### src/rtl/rf_save_restore.sv
// Context save/restore engine: walks r0..r7 between the register file and a
// single-port memory, spilling to (save) or refilling from (restore) base+2*i.
module rf_save_restore #(
    parameter int NREGS = 8,
    parameter int WIDTH = 16
) (
    input  logic             clk,
    input  logic             rst,
    input  logic             start,
    input  logic             mode,
    input  logic [WIDTH-1:0] base_addr,
    output logic             busy,
    output logic             done,
    output logic             err,
    output logic [2:0]       rf_read1regsel,
    output logic [2:0]       rf_read2regsel,
    input  logic [WIDTH-1:0] rf_read1data,
    input  logic [WIDTH-1:0] rf_read2data,
    output logic [2:0]       rf_writeregsel,
    output logic [WIDTH-1:0] rf_writedata,
    output logic             rf_write,
    output logic             mem_en,
    output logic             mem_wr,
    output logic [WIDTH-1:0] mem_addr,
    output logic [WIDTH-1:0] mem_wr_data,
    input  logic [WIDTH-1:0] mem_rd_data,
    input  logic             mem_ready
);

    typedef enum logic [1:0] {
        S_IDLE    = 2'b00,
        S_SAVE    = 2'b01,
        S_RESTORE = 2'b10
    } state_t;

    localparam logic [2:0] LAST_IDX = 3'(NREGS - 1);

    state_t           r_state;
    state_t           w_state_nxt;
    logic [2:0]       r_idx;
    logic [2:0]       w_idx_nxt;
    logic [WIDTH-1:0] r_base;
    logic [WIDTH-1:0] w_base_nxt;
    logic             r_done;
    logic             r_err;
    logic             r_err_pend;
    logic             w_save;
    logic             w_restore;
    logic             w_active;
    logic             w_beat;
    logic             w_last;
    logic             w_err_req;
    logic             w_unused_read2;

    // Reset gates the bus the same cycle so no partial beat escapes.
    assign w_save         = (r_state == S_SAVE) && !rst;
    assign w_restore      = (r_state == S_RESTORE) && !rst;
    assign w_active       = w_save || w_restore;
    assign w_beat         = w_active && mem_ready;
    assign w_last         = w_beat && (r_idx == LAST_IDX);
    assign w_unused_read2 = ^rf_read2data;

    // Next-state, index advance and request rejection.
    always_comb begin
        w_state_nxt = r_state;
        w_idx_nxt   = r_idx;
        w_base_nxt  = r_base;
        w_err_req   = 1'b0;
        case (r_state)
            S_IDLE: begin
                if (start && !base_addr[0]) begin
                    w_base_nxt  = base_addr;
                    w_idx_nxt   = 3'd0;
                    w_state_nxt = mode ? S_RESTORE : S_SAVE;
                end else begin
                    w_err_req = start;
                end
            end
            S_SAVE, S_RESTORE: begin
                w_err_req = start;
                if (mem_ready) begin
                    if (r_idx == LAST_IDX) begin
                        w_state_nxt = S_IDLE;
                        w_idx_nxt   = 3'd0;
                    end else begin
                        w_idx_nxt = r_idx + 3'd1;
                    end
                end else begin
                    w_idx_nxt = r_idx;
                end
            end
            default: begin
                w_state_nxt = S_IDLE;
                w_idx_nxt   = 3'd0;
            end
        endcase
    end

    // State registers; an err colliding with done slips by one cycle.
    always_ff @(posedge clk) begin
        if (rst) begin
            r_state    <= S_IDLE;
            r_idx      <= 3'd0;
            r_base     <= {WIDTH{1'b0}};
            r_done     <= 1'b0;
            r_err      <= 1'b0;
            r_err_pend <= 1'b0;
        end else begin
            r_state    <= w_state_nxt;
            r_idx      <= w_idx_nxt;
            r_base     <= w_base_nxt;
            r_done     <= w_last;
            r_err      <= (w_err_req || r_err_pend) && !w_last;
            r_err_pend <= (w_err_req || r_err_pend) && w_last;
        end
    end

    // Register-file and memory port drive; everything idles at zero.
    always_comb begin
        busy           = w_active;
        done           = r_done && !rst;
        err            = r_err && !rst;
        mem_en         = w_active;
        mem_wr         = w_save;
        mem_addr       = w_active ? (r_base + {{(WIDTH-4){1'b0}}, r_idx, 1'b0}) : {WIDTH{1'b0}};
        mem_wr_data    = w_save ? rf_read1data : {WIDTH{1'b0}};
        rf_read1regsel = w_save ? r_idx : 3'd0;
        rf_read2regsel = 3'd0;
        rf_writeregsel = w_restore ? r_idx : 3'd0;
        rf_writedata   = w_restore ? mem_rd_data : {WIDTH{1'b0}};
        rf_write       = w_restore && mem_ready;
    end

endmodule
### config.mk
export PLATFORM = sky130hd
export DESIGN_NAME = rf_save_restore
export DESIGN_NICKNAME = d
export VERILOG_FILES = /design/src/rtl/rf_save_restore.sv
export SDC_FILE = /design/constraint.sdc
export NUM_CORES = 1
export LEC_CHECK = 0
export CORE_UTILIZATION = 37
export DETAILED_ROUTE_END_ITERATION = 16
export MAX_ROUTING_LAYER = met4
export PLACE_DENSITY_LB_ADDON = 0.25
export SYNTH_ARGS = -nofsm -noshare
export SYNTH_HDL_FRONTEND = slang
export SYNTH_SLANG_ARGS = --single-unit
### constraint.sdc
create_clock -name clk -period 4.2 [get_ports clk]
set_input_delay 0.84 -clock clk [delete_from_list [all_inputs] [get_ports clk]]
set_output_delay 0.84 -clock clk [all_outputs]
set_load 0.05 [all_outputs]
==> results of run 1 <==
-- sequential cells by signal (all words and copies together), names as in the netlist --
register    cells
r_base         16
r_idx           3
r_state         2
r_done          1
r_err           1
r_err_pend      1
-- cells in the mapped netlist (all sizes together) (2+ instances only) --
cell	number	area, um^2
a21oi	20	103.9
a22o	2	17.52
a22oi	3	22.52
a32oi	2	17.52
and2	43	269.0
buf	8	50.05
clkbuf	8	30.03
dfxtp	24	480.5
ha	9	112.6
inv	5	18.76
nand2	37	141.4
nand3	2	10.01
nand4	2	27.53
nor2	21	78.83
nor2b	6	37.54
nor3	4	20.02
nor3b	3	22.52
nor4	4	50.05
nor4b	2	30.03
xnor2	11	96.34
-- per-layer routing --
metal,global-route usage,vias to the layer above
met5,-,-
met1,0.2440,895
met2,0.4682,54
met3,0.01732,9
met4,0.05669,0
li1,-,942
-- stage by stage --
step	total power, mW	hold WS, ns
after CTS	0.6243	0.4739
after detailed placement	0.4277	0.4557
final	0.6239	0.4695
after global placement	0.4224	0.4483
after global routing	0.6451	0.4886
after floorplan	0.3381	0.4400
-- kinds of logic after synthesis --
kind of cell / synth area share
XOR/XNOR: 0.06061
other: 0.002162
adder cells (fa/ha/maj): 0.07648
flip-flops: 0.2771
buffers and inverters: 0.05700
AND/OR/NAND/NOR: 0.4069
AO/OA/AOI/OAI: 0.1198
-- power by group --
part | internal [mW] | switching, mW | total [mW]
logic | 0.0903 | 0.0834 | 0.174
registers | 0.237 | 0.0123 | 0.249
clock network | 0.127 | 0.0739 | 0.201
-- area by class of cell --
| type | instances | area, um^2 | share of cell area |
|---|---|---|---|
| repair buffers | 115 | 1649 | 0.4784 |
| multi-input cells | 183 | 1162 | 0.3372 |
| flip-flops and latches | 24 | 480.5 | 0.1394 |
| well taps | 52 | 65.06 | 0.01887 |
| clock buffers | 3 | 41.29 | 0.01198 |
| clock inverters | 1 | 30.03 | 0.008711 |
| inverters | 5 | 18.77 | 0.005445 |
-- cells in the final DEF, fill, tap and decap left out, drive strengths merged, types with 5 or more instances in the layout --
master / n
a21oi: 20
and2: 43
buf: 61
clkdlybuf4s50: 54
dfxtp: 24
ha: 9
inv: 5
nand2: 37
nor2: 21
nor2b: 6
xnor2: 11
-- worst max-delay path: stages --
cell and delay (ns):
clkdlybuf4s50_1 0.58, or2_1 0.52, inv_2 0.12, and2_1 0.22
buf_12 0.15
-- how the worst max path moves through the flow --
| stage | start | end | cells past startpoint |
|---|---|---|---|
| global route | rst | mem_addr[2] | 5 |
| finish | rst | mem_addr[2] | 5 |
| detailed placement | rst | mem_addr[2] | 5 |
| global placement | rst | mem_addr[0] | 5 |
| CTS | rst | mem_addr[2] | 5 |
| floorplan | rst | mem_wr_data[10] | 4 |
==> impl_metrics.yaml, run 1 <==
cells_and_area:
  areaGrowthSynthToFinish_pct: 98.77
  nFillCells: 294
  diodes: 0
  layout.nets: 411
  drive_gt1_frac: 0.2326
  stdcell_count: 383
  finalInstanceArea_mm2: 0.003447
  post-route-util: 0.7756
routing:
  drtAntennaViolNets: 0
  wl_met3_um: 180
  routed_wl_mm: 5.566
  dr.first_iter.drc_count: 114
  wl_met1_mm: 2.063
  wl_per_cell_um: 14.53
  post-route-drc-count: 8
  vias: 1900
  vias_per_cell: 4.961
  wl_met2_mm: 3.246
  firstDrtPassIters: 10
  top_layer_used: "met4"
setup_path:
  r2r-start: "r_state[0]"
  start_kind: "primary input"
  critPathMaxFanout: 16
  r2r-end: "r_state[0]"
  critPathKind: "in2out"
  worstPathRequired_ns: 3.36
  rrSetupSlack_ns: 2.51
  cp.arrival_ns: 2.43
  end_kind: "output port"
  r2r_cells: 5
hold_path:
  hold_path_end: "r_base[1]"
  min_path_cells: 2
  worstHoldStart: "r_base[1]"
  min_path_type: "reg2reg"
clock_tree:
  cts_tree: "built"
  cts_resized: 0
  clockBufferDepth: 2
  cts_root_buf: "clkbuf_8"
  cts_setup_buffers: 0
  cts.sinks: 24
  clk_transition_reported_paths_ns: 0.08
  holdBufCountCts: 0
  h-tree-depth: 1
  insertion_delay_ns: 0.27
  cts_buffers: 3
synthesis:
  yosysUniqueCellTypes: 35
  yosysSeqAreaShare: 0.2771
  synth_area_mm2: 0.001734
  synth_edf_count: 0
  ys.flop_type: "dfxtp_1"
  yosys_warnings: 0
  synth_cells: 226
  syn_area_per_cell_um2: 7.673
  ys_ff_latch: 24
  synthArstFlopShare: 0
grt:
  grt_pass1_vias: 1986
  grt_pass1_wl_mm: 9.080
  grt_overflow_total: 0
  antenna_found_initial: 0
  grt_start_max_net_pins: 22
  grt_usage: 0.2340
sta:
  layout_setup_ws_ns: 0.9294
  rsz0062_at_grt: "no"
  relSlewSlack: 0.5633
  tns_ns: 0
  tightest_slew_ns: 0.6550
  final.period_utilization: 0.7787
  finalHoldViolations: 0
  slew_viol_final: 0
  final.min_clock_period_ns: 3.271
  fin_skew_ns: 0.007048
  fmaxAchievable_ghz: 0.3058
  finalSetupViolCount: 0
floorplanning:
  core_mm2: 0.004444
  die_h_um: 70.46
  start_util: 0.3902
  die_w_um: 70.46
  die-area_mm2: 0.004965
  io-pin-count: 132
  fp-row-count: 24
power_and_ir_drop:
  peakVddDrop_mv: 0.1213
  leakage_nw: 1.323
  powerDensity_mw_per_mm2: 181.0
placed_design:
  dpl.cell_count: 379
  port_buffers: 112
  hpwl_mm: 4.595
  gp_congestion: 0.8018
  dp_slack_ns: 0.9195
  dpl-instance-area_mm2: 0.003376
run:
  drv_cap: 0
run_status:
  status: "finished with violations"
  violations: "design-rule violations"
Note: power is estimated with default switching activity, not from simulation.
==> inputs of run 2 (changes only) <==
--- a/config.mk
+++ b/config.mk
@@ -5,7 +5,7 @@
 export SDC_FILE = /design/constraint.sdc
 export NUM_CORES = 1
 export LEC_CHECK = 0
-export CORE_UTILIZATION = 37
+export CORE_UTILIZATION = 31
 export DETAILED_ROUTE_END_ITERATION = 16
 export MAX_ROUTING_LAYER = met4
 export PLACE_DENSITY_LB_ADDON = 0.25
==> constraint.sdc (replaced) <==
create_clock -name clk -period 2.7 [get_ports clk]
set_input_delay 0.54 -clock clk [delete_from_list [all_inputs] [get_ports clk]]
set_output_delay 0.54 -clock clk [all_outputs]
set_load 0.05 [all_outputs]
==> run 2 against run 1 <==
Against the previous run: the flow now finishes without violations; critical path depth grew 2; die area grew 19%; sequential share of layout area shrank 0.44 points; wire length shrank 3.9%; global-route usage shrank 4.5 points; flip-flop and latch count is the same; first-iteration DRC count shrank 29%; setup slack lost 0.85 ns; worst hold slack gained 0.0034 ns; sequential power grew 55%; critical path type is now reg2out; largest cell class unchanged; largest power group unchanged; highest routed layer unchanged.
==> impl_metrics.yaml, run 2 (synthesis results as in run 1) <==
sta:
  fin_skew_ns: 0.007291
  relSlewSlack: 0.5927
  rsz0062_at_grt: "no"
  tns_ns: 0
  fmaxAchievable_ghz: 0.3815
  final.min_clock_period_ns: 2.621
  finalSetupViolCount: 0
  tightest_slew_ns: 0.6109
  slew_viol_final: 0
  finalHoldViolations: 0
  final.period_utilization: 0.9708
cells_and_area:
  largest_register_ffs: 16
  mostFrequentLayoutCells: "buf_12 (56), clkdlybuf4s50_1 (52), and2_1 (43), nand2_1 (36), dfxtp_1 (22)"
  drive_gt1_frac: 0.2711
  areaGrowthSynthToFinish_pct: 107.4
  reg_top3: "r_base (16), r_idx (3), r_state (2)"
  largest-register: "r_base"
  final_common_cell: "buf_12"
  stdcell_count: 402
  diodes: 0
  nFillCells: 413
  layout.nets: 412
placed_design:
  gp_congestion: 0.8207
  hpwl_mm: 4.470
  dpl.cell_count: 397
  port_buffers: 112
clock_tree:
  insertion_delay_ns: 0.26
  cts.sinks: 24
  holdBufCountCts: 0
  clockBufferDepth: 2
  h-tree-depth: 1
  cts_buffers: 3
  cts_tree: "built"
  clk_transition_reported_paths_ns: 0.09
  cts_root_buf: "clkbuf_8"
setup_path:
  start_kind: "flop"
  worstPathRequired_ns: 2.16
  end_kind: "output port"
  r2r-end: "r_base[6]"
  critPathMaxFanout: 6
  cp_num_buf_inv: 1
  timing.critical_path.from: "r_idx[0]"
  max_stage_delay_ns: 0.39
  critPathSlowestCell: "fa_2"
  critPathKind: "reg2out"
  cp.arrival_ns: 2.08
  cpLargestDelayFamily: "adder cells"
  path_depth: 7
  path_cells: "ha_4 > fa_2 > a21oi_4 > nor4_4 > xnor2_1 > nor2_1 > clkbuf_16"
  rrSetupSlack_ns: 1.06
  r2r-start: "r_state[0]"
  r2r_cells: 5
power_and_ir_drop:
  leakage_nw: 1.364
  p_switching_mw: 0.2598
  p_int_mw: 0.7122
  seq_power_share: 0.397
  peakVddDrop_mv: 0.2422
  p_comb_frac: 0.286
  p_clk_frac: 0.317
  switching_share: 0.2673
  powerDensity_mw_per_mm2: 270.3
hold_path:
  hold_path_end: "r_base[0]"
  min_path_type: "reg2reg"
  worstHoldStart: "r_base[0]"
  min_path_cells: 1
grt:
  antenna_found_initial: 0
  grt_usage: 0.1890
  grt_pass1_wl_mm: 8.776
  grt_pass1_vias: 1921
  grt_overflow_total: 0
  grt_start_max_net_pins: 27
routing:
  routed_wl_mm: 5.350
  vias_per_cell: 4.657
  wl_per_cell_um: 13.31
  drtAntennaViolNets: 0
  post-route-drc-count: 0
  dr.first_iter.drc_count: 81
  firstDrtPassIters: 4
  vias: 1872
run_status:
  status: "completed"
floorplanning:
  core_mm2: 0.005238
  start_util: 0.3311
  die-area_mm2: 0.005897
  io-pin-count: 132
  fp-row-count: 26
  die_w_um: 76.80
  die_h_um: 76.80
run:
  drv_cap: 0
[run 2: repair_timing]
item,in CTS,in global routing
endpoints found under the setup margin,7,11
resized for setup,3,9
pin swaps,1,3
buffers inserted,0,1
[run 2: cell type report]
type	instances	area, um^2	area share
clock inverter	1	30.03	0.008351
timing repair buffer	116	1719	0.4781
tap	70	87.58	0.02436
sequential	24	485.5	0.1350
clock buffer	3	41.29	0.01148
multi-input combinational	183	1214	0.3375
inverter	5	18.77	0.005219
[run 2: how the worst max path moves through the flow]
stage	endpoint	slack, ns
after floorplan	mem_addr[13]	0.005
after detailed placement	mem_addr[1]	0.02
after global routing	mem_addr[7]	0.0005
after CTS	mem_addr[8]	0.03
final	mem_addr[13]	0.08
after global placement	mem_addr[0]	0.08
[run 2: metal layers]
metal	GRT usage	wire, um	up-vias
li1	-	-	940
met1	0.1939	2015	858
met4	0.03462	27	0
met2	0.3723	3028	72
met3	0.03214	279	2
met5	-	0	-
[run 2: power groups by stage]
stage / Clock (mW) / Combinational (mW) / Sequential [mW]
2_1_floorplan: 0 / 0.137 / 0.390
3_3_place_gp: 0 / 0.273 / 0.393
3_5_place_dp: 0 / 0.278 / 0.394
4_1_cts: 0.310 / 0.279 / 0.386
5_1_grt: 0.328 / 0.300 / 0.388
6_report: 0.308 / 0.278 / 0.386
[run 2: per-stage QoR]
| step | instance area, um^2 | util | setup slack (ns) | power (mW) | hold slack [ns] |
|---|---|---|---|---|---|
| final | 3596 | 0.6866 | 0.07874 | 0.9721 | 0.4729 |
| after global routing | 3596 | 0.6866 | 0.0004952 | 1.016 | 0.4968 |
| after CTS | 3547 | 0.6773 | 0.03163 | 0.9750 | 0.4770 |
| after detailed placement | 3466 | 0.6617 | 0.02337 | 0.6721 | 0.4649 |
| after global placement | 3466 | 0.6617 | 0.07647 | 0.6655 | 0.4480 |
| after floorplan | 1752 | - | 0.005067 | 0.5271 | 0.4400 |
